`config.mk`:
```
export PLATFORM = sky130hd
export DESIGN_NAME = counter_gen
export DESIGN_NICKNAME = d
export VERILOG_FILES = /design/src/rtl/counter_gen.sv
export SDC_FILE = /design/constraint.sdc
export NUM_CORES = 1
export LEC_CHECK = 0
export CORE_MARGIN = 3
export CORE_UTILIZATION = 37
export DETAILED_ROUTE_END_ITERATION = 7
export GPL_TIMING_DRIVEN = 0
export PLACE_DENSITY_LB_ADDON = 0.12
export SETUP_SLACK_MARGIN = 0.15
export SLEW_MARGIN = 0
export SYNTH_ARGS = -nofsm -noshare
export SYNTH_HDL_FRONTEND = slang
export SYNTH_SLANG_ARGS = --single-unit
```
`constraint.sdc`:
```
create_clock -name i_clk -period 4.8 [get_ports i_clk]
set_input_delay 1.2 -clock i_clk [delete_from_list [all_inputs] [get_ports i_clk]]
set_output_delay 1.2 -clock i_clk [all_outputs]
set_load 0.005 [all_outputs]
```
`src/rtl/counter_gen.sv`:
```
// Runtime-configurable up/down timer with continuous or one-shot operation.
// Optional prescaler is enabled by defining COUNTER_PRESCALE_EN.
module counter_gen #(
  parameter int unsigned CW = 16,
  parameter int unsigned PW = 8
) (
  input  logic          i_clk,
  input  logic          i_rst,
  input  logic          i_en,
  input  logic          i_start,
  input  logic          i_stop,
  input  logic [1:0]    i_mode,
  input  logic [CW-1:0] i_max,
  input  logic          i_load,
  input  logic [CW-1:0] i_load_val,
`ifdef COUNTER_PRESCALE_EN
  input  logic [PW-1:0] i_prescale,
`endif
  output logic [CW-1:0] o_count,
  output logic          o_tc,
  output logic          o_busy,
  output logic          o_done
);

  if (CW < 2 || PW < 1) begin : g_param_check
    $error("counter_gen: CW must be >= 2 and PW >= 1");
  end

  typedef enum logic [1:0] {
    IDLE = 2'd0,
    RUN  = 2'd1,
    DONE = 2'd2
  } state_e;

  state_e        state_q, state_d;
  logic [CW-1:0] count_q, count_d;
  logic          tc_q, tc_d;
  logic [1:0]    mode_q, mode_d;
  logic          tick;

`ifdef COUNTER_PRESCALE_EN
  logic [PW-1:0] presc_q, presc_d;

  // >= keeps the prescaler bounded if i_prescale is lowered mid-run.
  always_comb begin
    presc_d = presc_q;
    tick    = 1'b0;
    if (i_stop || i_load || i_start) begin
      presc_d = '0;
    end else if (state_q == RUN && i_en) begin
      if (presc_q >= i_prescale) begin
        presc_d = '0;
        tick    = 1'b1;
      end else begin
        presc_d = presc_q + PW'(1);
      end
    end
  end

  always_ff @(posedge i_clk) begin
    if (i_rst) presc_q <= '0;
    else       presc_q <= presc_d;
  end
`else
  always_comb begin
    tick = (state_q == RUN) && i_en;
  end
`endif

  always_ff @(posedge i_clk) begin
    if (i_rst) begin
      state_q <= IDLE;
      count_q <= '0;
      tc_q    <= 1'b0;
      mode_q  <= '0;
    end else begin
      state_q <= state_d;
      count_q <= count_d;
      tc_q    <= tc_d;
      mode_q  <= mode_d;
    end
  end

  // Control priority: stop > load > start > tick.
  always_comb begin
    state_d = state_q;
    count_d = count_q;
    tc_d    = 1'b0;
    mode_d  = mode_q;
    if (i_stop) begin
      state_d = IDLE;
    end else if (i_load) begin
      count_d = i_load_val;
    end else if (i_start) begin
      mode_d  = i_mode;
      count_d = i_mode[0] ? i_max : '0;
      state_d = RUN;
    end else if (tick) begin
      if (!mode_q[0]) begin
        if (count_q >= i_max) begin
          tc_d = 1'b1;
          if (mode_q[1]) state_d = DONE;
          else           count_d = '0;
        end else begin
          count_d = count_q + CW'(1);
        end
      end else begin
        if (count_q == '0) begin
          tc_d = 1'b1;
          if (mode_q[1]) state_d = DONE;
          else           count_d = i_max;
        end else begin
          count_d = count_q - CW'(1);
        end
      end
    end
  end

  always_comb begin
    o_count = count_q;
    o_tc    = tc_q;
    o_busy  = (state_q == RUN);
    o_done  = (state_q == DONE);
  end

endmodule

```
==> impl_results.md <==
- Syn Nets: 360
- Placed inst area: 0.00298 sq mm
- GP Congestion: 0.960
- Ports: 59
- Total CTS buffers: 3
- Iteration-0 DRC Markers: 210
- Root buffer cell: clkbuf_8
- Status: completed
- Final worst path period need: 3850 ps
- Synth Register Bits: 21
- Post_cts resized: 0
- Top_reg_cell synth: dfxtp_1
- Top-area cell type share of the netlist area: 18.3%
- Setup violators final: 0
- CTS tree: yes
- Max VDD drop: 0.127 mV
- Avg WL per Cell: 17.2 microns
- Async SR Flop Fraction: 0%
- Leak: 0.00117 uW
- Total Routing Usage GR: 20.6%
- Hold Crit Class: reg2reg
- Die height: 84.9 microns
- Via density: 5.70
- CP Data Required Time: 4980 ps
- Total number of vias: 2495
- Yosys warning count: 0
- Worst-Margin Slew: 632 ps
- Syn Area/Cell: 7.65 sq um
- Fin area: 0.00302 sq mm
- Global route total overflow: 0
- Layout cells sized above 1: 7.99%
- Number of cell rows: 28
- Seq/Total Area, Yosys: 18.3%
- Flop2flop setup slack: 1370 ps
- Clk sinks: 21
- Post-route insts no fill: 438
- CTS hold repair buffers: 0
- Post-Syn Area: 0.00230 sq mm
- Final net count: 423
- # diodes: 0
- Number of setup buffers added after CTS: 0
- Setup Skew: 3.59 ps
- # DRC: 0
- Initial Utilization: 38.5%
- Area leader, netlist: dfxtp_1
- Die area: 0.00721 sq mm
- Area grow syn2layout: 31.3%
- Fmax: 0.260 GHz
- Largest net degree at the start of global routing: 13
- Filler cells: 594
- Number of buffers added on ports: 58
- Post-DP HPWL: 5.61 mm
- Total Power: 587 uW
- First-pass GRT wire length: 12.1 mm
- Slew Limit Fails: 0
- Setup TNS: 0 ps
- Worst-path clk slew: 90 ps
- Clk_lat worst skew: 280 ps
- Crit path kind: in2reg
- Distinct cells, synth: 59
- Clock buffer depth: 2
- Post-Place Cells: 434
- Crit end category: flip-flop
- Vias in the first global route: 2375
- Die W: 84.9 microns
- Slew Limit Headroom: 57.8%
- H-tree levels: 1
- CP Max Fanout: 8
- First drt pass iteration count: 5
- Crit share post-route: 80.2%
- Area of the core: 0.00599 sq mm
- Arr. time, crit path: 4030 ps
- Pwr dens: 194 mW/mm^2
- MaxCap Viol Count: 0
- WL final: 7.52 mm
- Mapped Cells: 301
- Hold slack: 521 ps
- Post-synth EDFFs: 0
- Main area contributors after synthesis: dfxtp_1 18%, ha_1 10%, xnor2_1 4.6%
- Crit path launch type: input pin
- Post-route ant nets: 0
- Initial antenna violation count: 0
- RSZ-0062 raised after global routing: false
- Endpoints failing hold: 0
-- power breakdown --
| group | internal [uW] | switching (uW) | leakage, uW |
|---|---|---|---|
| Sequential | 184 | 12.9 | 0.000172 |
| Clock | 58.3 | 73.7 | 0.0000255 |
| Combinational | 124 | 134 | 0.000968 |
| Total | 367 | 220 | 0.00117 |
-- synth_stat cells, types with 3 or more instances --
master / instances
a211oi_1: 3
ha_1: 19
o21ai_1: 5
a32o_1: 4
o32ai_1: 4
nor3_1: 7
nand2b_1: 8
a21oi_1: 17
nor2b_1: 5
inv_1: 24
buf_2: 3
xnor2_1: 12
nor3b_1: 3
clkbuf_1: 12
nand2_1: 25
nor2_1: 21
xor2_1: 10
o21ai_0: 18
nand3_1: 9
nand3b_1: 8
nand4_1: 6
buf_6: 4
dfxtp_1: 21
o221ai_1: 3
a221oi_1: 7
-- layout make-up --
class | count | area [sq um] | share of cell area, %
multi-input cells | 235 | 1680 | 55.4
repair buffers | 58 | 581 | 19.2
flip-flops and latches | 21 | 420 | 13.9
plain buffers | 21 | 118 | 3.89
well taps | 75 | 93.8 | 3.10
inverters | 24 | 90.1 | 2.98
clock buffers | 3 | 41.3 | 1.37
clock inverters | 1 | 5.00 | 0.165
-- routing by layer --
metal  vias to the layer above  routed length [microns]  track usage [%]
met5                         -                        0                0
met4                         0                       66             4.32
met3                         6                      538             3.11
met2                       118                     3470             34.0
met1                      1153                     3440             28.5
li1                       1218                        -                -
-- logic make-up after synthesis --
| logic type | synth area share, % |
|---|---|
| compound gates | 25.7 |
| xor+xnor | 8.36 |
| fa+ha+maj | 10.3 |
| buf+inv | 9.02 |
| flops | 18.3 |
| mux | 0.869 |
| simple gates | 27.5 |
-- final timing paths --
path | end | start | cells after the start
max reg2reg | o_count[6] | o_count[0] | 10
min | state_q[1] | state_q[1] | 2
min reg2reg | state_q[1] | state_q[1] | 2
max | o_count[6] | i_max[0] | 9
-- registers in the layout (all words and copies together), names as in the netlist --
signal / cells
mode_q: 2
state_q: 2
o_tc: 1
o_count: 16
-- stage by stage --
step | worst slack [ps] | utilization (%)
after floorplan | 1760 | -
after global placement | 704 | 49.7
after detailed placement | 701 | 49.7
after CTS | 972 | 50.5
after global routing | 679 | 50.5
final | 950 | 50.5
-- cell usage in the layout, fill, tap and decap left out, types with 2 or more instances in the layout --
master	netlist	final
a2111oi_0	2	2
a211oi_1	3	3
a21oi_1	17	17
a221o_1	2	2
a221oi_1	7	7
a221oi_2	2	2
a32o_1	4	4
and3_1	2	2
buf_2	3	3
buf_6	4	4
clkbuf_1	12	12
clkbuf_8	0	3
clkdlybuf4s50_1	0	58
dfxtp_1	21	21
ha_1	19	19
inv_1	24	24
mux2i_1	2	2
nand2_1	25	25
nand2b_1	8	8
nand3_1	9	9
nand3b_1	8	8
nand4_1	6	6
nand4b_1	2	2
nor2_1	21	21
nor2b_1	5	5
nor3_1	7	7
nor3b_1	3	3
nor4_4	2	2
o21ai_0	18	18
o21ai_1	5	5
o221ai_1	3	3
o31a_1	2	2
o31ai_1	2	2
o32ai_1	4	4
xnor2_1	12	12
xor2_1	10	10
-- critical path, cell delays in order --
cell and delay, ps:
clkdlybuf4s50_1 430, ha_1 290, nand2b_1 130, a2111oi_0 510, nand3b_1 210, nand3_2 160, a41oi_2 500, nand2b_2 260
o32ai_1 320
Power figures use the tool's default switching activity.
